`config.mk`:
```
export PLATFORM = sky130hd
export DESIGN_NAME = step_clk_ctrl
export DESIGN_NICKNAME = d
export VERILOG_FILES = /design/src/rtl/panel_pkg.sv /design/src/rtl/debounce.sv /design/src/rtl/step_clk_ctrl.sv
export SDC_FILE = /design/constraint.sdc
export NUM_CORES = 1
export LEC_CHECK = 0
export BUFFER_PORTS_ARGS = -buffer_cell sky130_fd_sc_hd__clkbuf_2
export CORE_UTILIZATION = 59
export CTS_BUF_LIST = sky130_fd_sc_hd__clkbuf_8 sky130_fd_sc_hd__clkbuf_16
export DETAILED_ROUTE_END_ITERATION = 6
export PLACE_DENSITY = 0.78
export SYNTH_ARGS = -nofsm -noshare
export SYNTH_HDL_FRONTEND = slang
export SYNTH_SLANG_ARGS = --single-unit
export TNS_END_PERCENT = 20
```
`constraint.sdc`:
```
create_clock -name clk -period 8.6 [get_ports clk]
set_input_delay 1.72 -clock clk [delete_from_list [all_inputs] [get_ports clk]]
set_output_delay 1.72 -clock clk [all_outputs]
set_load 0.01 [all_outputs]
```
`src/rtl/panel_pkg.sv`:
```
// Shared types and default constants for the front-panel clock controller.
// Contents: controller state enum and power-on default parameter values.
package panel_pkg;

  typedef enum logic [1:0] {
    IDLE  = 2'd0,
    USTEP = 2'd1,
    ISTEP = 2'd2,
    RUN   = 2'd3
  } state_t;

  localparam logic [15:0]  DEF_DEB_CYCLES       = 16'd50000;
  localparam logic [15:0]  DEF_RUN_DIV          = 16'd4;
  localparam int unsigned  DEF_PULSES_PER_USTEP = 2;
  localparam logic [7:0]   DEF_FETCH_UADDR      = 8'h00;
  localparam logic [7:0]   DEF_MAX_USTEPS       = 8'd64;

endpackage

```
`src/rtl/debounce.sv`:
```
// Two-flop synchroniser followed by a stability counter for one raw input.
// Ports: clk, clr (async active-high reset), din (raw input),
//        level (debounced level), rise (1-cycle pulse on debounced rising edge).
module debounce #(
  parameter int unsigned WIDTH_CNT = 16,
  parameter int unsigned CYCLES    = 4
) (
  input  logic clk,
  input  logic clr,
  input  logic din,
  output logic level,
  output logic rise
);

  localparam logic [WIDTH_CNT-1:0] LAST = WIDTH_CNT'(CYCLES - 1);

  logic [1:0]           sync;
  logic [WIDTH_CNT-1:0] cnt;

  // Level follows the synchronised input only after CYCLES consecutive differing cycles.
  always_ff @(posedge clk or posedge clr) begin
    if (clr) begin
      sync  <= 2'b00;
      cnt   <= '0;
      level <= 1'b0;
      rise  <= 1'b0;
    end else begin
      sync <= {sync[0], din};
      rise <= 1'b0;
      if (sync[1] != level) begin
        if (cnt == LAST) begin
          level <= sync[1];
          rise  <= sync[1];
          cnt   <= '0;
        end else begin
          cnt <= cnt + WIDTH_CNT'(1);
        end
      end else begin
        cnt <= '0;
      end
    end
  end

endmodule

```
`src/rtl/step_clk_ctrl.sv`:
```
// Front-panel clock controller: gates board-clock pulses onto the CPU clock
// in free-run, single micro-step or single instruction-step modes.
// Ports: clk (board clock), clr (async active-high reset), run_sw, step_btn,
//        step_mode (0 micro-step / 1 instruction-step), uaddr (CPU micro-address),
//        cpu_clk (CPU clock), busy, ustep_cnt (completed micro-steps),
//        timeout (sticky instruction-step abort flag).
module step_clk_ctrl
  import panel_pkg::*;
#(
  parameter logic [15:0] DEB_CYCLES       = DEF_DEB_CYCLES,
  parameter logic [15:0] RUN_DIV          = DEF_RUN_DIV,
  parameter int unsigned PULSES_PER_USTEP = DEF_PULSES_PER_USTEP,
  parameter logic [7:0]  FETCH_UADDR      = DEF_FETCH_UADDR,
  parameter logic [7:0]  MAX_USTEPS       = DEF_MAX_USTEPS
) (
  input  logic        clk,
  input  logic        clr,
  input  logic        run_sw,
  input  logic        step_btn,
  input  logic        step_mode,
  input  logic [7:0]  uaddr,
  output logic        cpu_clk,
  output logic        busy,
  output logic [15:0] ustep_cnt,
  output logic        timeout
);

  localparam logic [7:0] LAST_PULSE = 8'(PULSES_PER_USTEP - 1);

  logic run_lvl, run_rise;
  logic step_lvl, step_req;

  debounce #(.WIDTH_CNT(16), .CYCLES(32'(DEB_CYCLES))) u_deb_run (
    .clk(clk), .clr(clr), .din(run_sw), .level(run_lvl), .rise(run_rise)
  );

  debounce #(.WIDTH_CNT(16), .CYCLES(32'(DEB_CYCLES))) u_deb_step (
    .clk(clk), .clr(clr), .din(step_btn), .level(step_lvl), .rise(step_req)
  );

  // Only the run level and the step rising edge drive the controller.
  logic unused_deb;
  assign unused_deb = &{1'b0, run_rise, step_lvl};

  state_t      state;
  logic [15:0] div;
  logic [7:0]  pcnt;
  logic [7:0]  isteps;
  logic        pend;
  logic        done1;
  logic        ustep_done;
  logic        tick;

  assign tick = (div == RUN_DIV - 16'd1);

  // Pulse engine and mode FSM. pend is cleared after the last pulse of a
  // micro-step and only re-armed by the FSM once ustep_done is evaluated,
  // so a decision to stop always lands on a micro-step boundary.
  always_ff @(posedge clk or posedge clr) begin
    if (clr) begin
      state      <= IDLE;
      div        <= '0;
      pcnt       <= '0;
      isteps     <= '0;
      pend       <= 1'b0;
      done1      <= 1'b0;
      ustep_done <= 1'b0;
      cpu_clk    <= 1'b0;
      busy       <= 1'b0;
      ustep_cnt  <= '0;
      timeout    <= 1'b0;
    end else begin
      cpu_clk    <= 1'b0;
      done1      <= 1'b0;
      ustep_done <= done1;
      if (ustep_done) ustep_cnt <= ustep_cnt + 16'd1;

      if (state == IDLE) div <= '0;
      else               div <= tick ? '0 : div + 16'd1;

      if (state != IDLE && tick && pend) begin
        cpu_clk <= 1'b1;
        if (pcnt == LAST_PULSE) begin
          pcnt  <= '0;
          pend  <= 1'b0;
          done1 <= 1'b1;
        end else begin
          pcnt <= pcnt + 8'd1;
        end
      end

      case (state)
        IDLE: begin
          busy <= 1'b0;
          if (run_lvl || step_req) begin
            pend   <= 1'b1;
            pcnt   <= '0;
            isteps <= '0;
            busy   <= 1'b1;
            if (run_lvl)        state <= RUN;
            else if (step_mode) state <= ISTEP;
            else                state <= USTEP;
          end
        end
        USTEP: begin
          if (ustep_done) begin
            state <= IDLE;
            busy  <= 1'b0;
          end
        end
        ISTEP: begin
          if (ustep_done) begin
            isteps <= isteps + 8'd1;
            if (uaddr == FETCH_UADDR) begin
              state <= IDLE;
              busy  <= 1'b0;
            end else if (isteps + 8'd1 == MAX_USTEPS) begin
              timeout <= 1'b1;
              state   <= IDLE;
              busy    <= 1'b0;
            end else begin
              pend <= 1'b1;
            end
          end
        end
        RUN: begin
          if (ustep_done) begin
            if (!run_lvl) begin
              state <= IDLE;
              busy  <= 1'b0;
            end else begin
              pend <= 1'b1;
            end
          end
        end
        default: begin
          state <= IDLE;
          busy  <= 1'b0;
        end
      endcase
    end
  end

endmodule

```
==> Word level (Yosys, flattened, before mapping) <==
Cells that the tools add are included.
{ "word_totals": {"regBits": 95, "latch_bits": 0, "ram_bits": 0, "romBits": 0, "mem_count": 0} }
{ "classes": {"n_addsub": 6, "n_mul": 0, "div": 0, "n_lt_le_gt_ge": 0, "eq_ne": 16, "shifts": 0, "mux": 45, "n_bitwise": 1, "n_reduce_logical": 13} }
{ "op_table": {"columns": ["op", "n"], "rows": [
  ["$mux W16", 6],
  ["$add A16 B1 Y16 const B", 4],
  ["$mux W8", 6],
  ["$eq A16 B16 Y1 const B", 2],
  ["$mux W1", 20],
  ["$mux W2", 9],
  ["$add A8 B1 Y8 const B", 2],
  ["$eq A16 B2 Y1 const B", 1],
  ["$pmux W8 S2", 1],
  ["$eq A8 B1 Y1 const B", 1],
  ["$eq A8 B7 Y1 const B", 1],
  ["$logic_not A8 Y1", 1],
  ["$ne A2 B2 Y1 const B", 4],
  ["$pmux W2 S4", 1],
  ["$reduce_and A6 Y1", 1],
  ["$reduce_and A5 Y1", 1],
  ["$eq A2 B2 Y1 const B", 2],
  ["$pmux W1 S4", 1],
  ["$reduce_and A2 Y1", 2],
  ["$reduce_and A4 Y1", 1],
  ["$reduce_bool A2 Y1", 2],
  ["$ne A3 B3 Y1 const B", 1],
  ["$pmux W1 S3", 1],
  ["$reduce_and A3 Y1", 1],
  ["other kinds (7)", 9]
]} }

==> Depth between registers and ports, before layout <==
{ "logic_depth": {"depth_word": 8, "depth_mapped": 7, "mapped_depth_nobuf": 7} }

==> By module <==
From an unflattened synthesis, not the netlist that was laid out.
{ "unflattened": {"cells_unflattened": 447, "area_unflattened_um2": 4644.5} }
{ "by_module_without_submodules": {"columns": ["mod", "instances", "cells_each", "area_per_inst_um2", "seq_area_each_um2"], "rows": [
  ["step_clk_ctrl", 1, 273, 2782.7, 1401.3],
  ["debounce", 2, 87, 930.9, 500.5]
]} }

==> Least setup slack after synthesis <==
Ideal clock, no wire load.
{ "synth_timing": {"kind": "input-to-reg", "start": "input port uaddr[5]", "end": "register pend", "setup_ns": 0.126, "arrival_time_ns": 2.699, "slack_ns": 5.775, "path_stages": 4, "path_buffers": 0, "cell_sequence": "or4_1 -> nor2_1 -> nor2_1 -> a221o_1"} }
{ "synth_between": {"elab_chain_len": 4} }
{ "synth_rtl": {"columns": ["item", "line_no", "text"], "rows": [
  ["start: declaration", "step_clk_ctrl.sv:21", "input logic [7:0] uaddr,"],
  ["$logic_not A8 Y1", "step_clk_ctrl.sv:114", "if (uaddr == FETCH_UADDR) begin"],
  ["$mux W1", "step_clk_ctrl.sv:114", null],
  ["$mux W1", "step_clk_ctrl.sv:112", "if (ustep_done) begin"],
  ["$pmux W1 S3", "step_clk_ctrl.sv:92", "case (state)"],
  ["end signal: assignment", "step_clk_ctrl.sv:96", "pend <= 1'b1;"],
  ["end signal: assignment", "step_clk_ctrl.sv:122", "pend <= 1'b1;"],
  ["end signal: assignment", "step_clk_ctrl.sv:132", "pend <= 1'b1;"],
  ["end: declaration", "step_clk_ctrl.sv:49", "logic pend;"]
]} }
No other way between the ends.
A chain may end at the register's enable or synchronous reset.

==> Worst setup path after layout <==
{ "layout_timing": {"start": "register ustep_cnt[2]", "end": "output port ustep_cnt[2]"} }
{ "layout_lines": {"columns": ["item", "line_no", "text"], "rows": [
  ["start: declaration", "step_clk_ctrl.sv:24", "output logic [15:0] ustep_cnt,"],
  ["start signal: assignment", "step_clk_ctrl.sv:76", "if (ustep_done) ustep_cnt <= ustep_cnt + 16'd1;"]
]} }
No word-level cell between the ends.

==> impl_metrics.env <==
export IMPL_cts_tree="built"
export IMPL_holdWs_ps=355
export IMPL_postCtsSetupRepairBufs=0
export IMPL_finalSetupTns_ps=0
export IMPL_required_ps=6880
export IMPL_synthTopCellsByArea="dfrtp_1 53%, xnor2_1 7.8%, nor2_1 6.2%, xor2_1 5.1%, nand2_1 3.7%"
export IMPL_drv_cap=0
export IMPL_grt_pass1_wl_um=13900
export IMPL_timing_fmax_mhz=372
export IMPL_slowest_delay_ps=450
export IMPL_ys_seq_area_share_pct=53.1
export IMPL_crit_fanout=6
export IMPL_cp_start_kind="flop"
export IMPL_worstMarginPinSlew_ps=1150
export IMPL_routed_via_density=5.52
export IMPL_rsz0062_at_grt="no"
export IMPL_cts_resized=0
export IMPL_clk_latency_ps=350
export IMPL_cts_root_buf="clkbuf_8"
export IMPL_cts_buffers=9
export IMPL_status="completed"
export IMPL_finalSetupViolCount=0
export IMPL_placed_area_um2=4730
export IMPL_wl_um=7880
export IMPL_p_leak_nw=2.29
export IMPL_cts_clk_slew_worst_paths_ps=80
export IMPL_hold_buffers=0
export IMPL_powerDensity_nw_per_um2=165
export IMPL_ys_types=46
export IMPL_skew_ps=9.22
export IMPL_synthSimpleGateAreaFrac_pct=24.1
export IMPL_yosys_warnings=0
export IMPL_nets=498
export IMPL_avgSynthCellArea_um2=10.1
export IMPL_drtIter0Drc=187
export IMPL_vias=3208
export IMPL_overflow=0
export IMPL_cts_buffer_depth=2
export IMPL_die_y_um=89.1
export IMPL_ys_ff_latch=95
export IMPL_io_pins=32
export IMPL_seq_area_um2=2380
export IMPL_critPathTopFamily="flip-flops"
export IMPL_worst_ir_drop_vdd_v=0.000110
export IMPL_routedWlPerCell_um=13.6
export IMPL_critPathKind="reg -> out"
export IMPL_synthArstFlopShare_pct=100
export IMPL_h_tree_depth=3
export IMPL_synth_top_area_cell="dfrtp_1"
export IMPL_dr_pass1_iters=4
export IMPL_syn2layout_area_growth_pct=11.3
export IMPL_rows=31
export IMPL_synth_compound_area_share_pct=5.17
export IMPL_die_area_um2=7930
export IMPL_crit_arrival_ps=970
export IMPL_grt_max_degree=58
export IMPL_crit_chain="clkbuf_2"
export IMPL_die_width_um=89.1
export IMPL_diodes=0
export IMPL_antenna_left=0
export IMPL_place_inst=566
export IMPL_p_total_mw=0.819
export IMPL_antenna_found_initial=0
export IMPL_synthMuxAreaShare_pct=0.979
export IMPL_fin_ws_ps=5910
export IMPL_slew_viol_final=0
export IMPL_synth_fp_nets=462
export IMPL_synth_top_family_by_area="simple AND/OR/NAND/NOR gates"
export IMPL_grtUsageTotal_pct=23.1
export IMPL_critPathCaptureType="output pin"
export IMPL_port_buffers=31
export IMPL_finalCritPeriodShare_pct=31.2
export IMPL_synthAdderAreaFrac_pct=1.96
export IMPL_drcViolationCount=0
export IMPL_synth_top_cells_by_count="95 x dfrtp_1, 74 x nor2_1, 44 x nand2_1"
export IMPL_core_um2=7290
export IMPL_drive_above_1_share_pct=12.4
export IMPL_synth_flop_cell="dfrtp_1"
export IMPL_place_ws_ps=5600
export IMPL_clkSinkCount=95
export IMPL_syn_area_um2=4470
export IMPL_fin_cells=581
export IMPL_synth_top_area_share_pct=53.1
export IMPL_min_path_type="reg -> reg"
export IMPL_synth_edff_count=0
export IMPL_finalHoldViolations=0
export IMPL_dp_hpwl_um=5440
export IMPL_worst_slew_margin_rel_pct=22.8
export IMPL_fillCellCount=594
export IMPL_multi_input_area_um2=2020
export IMPL_utilization_pct=68.3
export IMPL_grt_pass1_vias=3166
export IMPL_fin_crit_ps=2690
export IMPL_cp_buffers_inverters=1
export IMPL_final_area_um2=4980
export IMPL_syn_inst=442
export IMPL_yosysMostFrequentCell="dfrtp_1"
export IMPL_gp_congestion=0.807
export IMPL_crit_path_top_delay_cell="dfrtp_1"
export IMPL_initial_core_util_pct=61.3
export IMPL_synth_xor_area_share_pct=12.9
[cell usage in the layout (no fill, tap or decap), drive strengths merged, types with 8 or more instances in the layout]
cell,n
nor3,13
nor4,8
nand3,23
nor2,75
xor2,26
xnor2,40
inv,13
nand2,44
nand4,16
dfrtp,95
and3,14
o21ai,16
clkbuf,42
[where the power goes]
group          switching (mW)  internal [mW]
Sequential            0.00296          0.450
Clock                   0.142          0.207
Combinational          0.0130        0.00503
Total                   0.158          0.661
[routing by layer]
layer  share of wire, %  vias up  GRT usage, %
li1                   -     1579             -
met1                 47     1564          29.2
met2                 49       53          39.7
met3                2.7       12          5.82
met4                1.6        0          6.64
met5                  0        -             0
[cell type report]
type,instances,area share (%)
clock inverter,4,1.88
tap,99,2.49
inverter,13,1.01
timing repair buffer,32,3.27
clock buffer,11,3.04
sequential,95,47.8
multi-input combinational,327,40.6
[logic make-up after synthesis]
logic type / count (synthesis)
compound gates: 34
xor+xnor: 66
fa+ha+maj: 7
buf+inv: 20
flops: 95
mux: 4
simple gates: 216
[sequential cells by signal, summed over array words and instances, names as in the netlist, 2 cells and up]
signal           flops
pcnt                 8
u_deb_run.sync       2
ustep_cnt           16
state                2
u_deb_step.sync      2
u_deb_run.cnt       16
div                 16
isteps               8
u_deb_step.cnt      16
[final timing paths]
kind	slack, ps	from	to	cells after the start
min reg2reg	350	done1$_DFF_PP0_	ustep_done$_DFF_PP0_	0
max	5910	ustep_cnt[2]$_DFFE_PP0P_	ustep_cnt[2]	1
min in group asynchronous	1410	clr	u_deb_run.cnt[7]$_DFF_PP0_	2
max in group asynchronous	6070	clr	div[8]$_DFF_PP0_	3
max reg2reg	6470	div[0]$_DFF_PP0_	div[14]$_DFF_PP0_	5
min	350	done1$_DFF_PP0_	ustep_done$_DFF_PP0_	0
(Power assumes the default switching activity.)
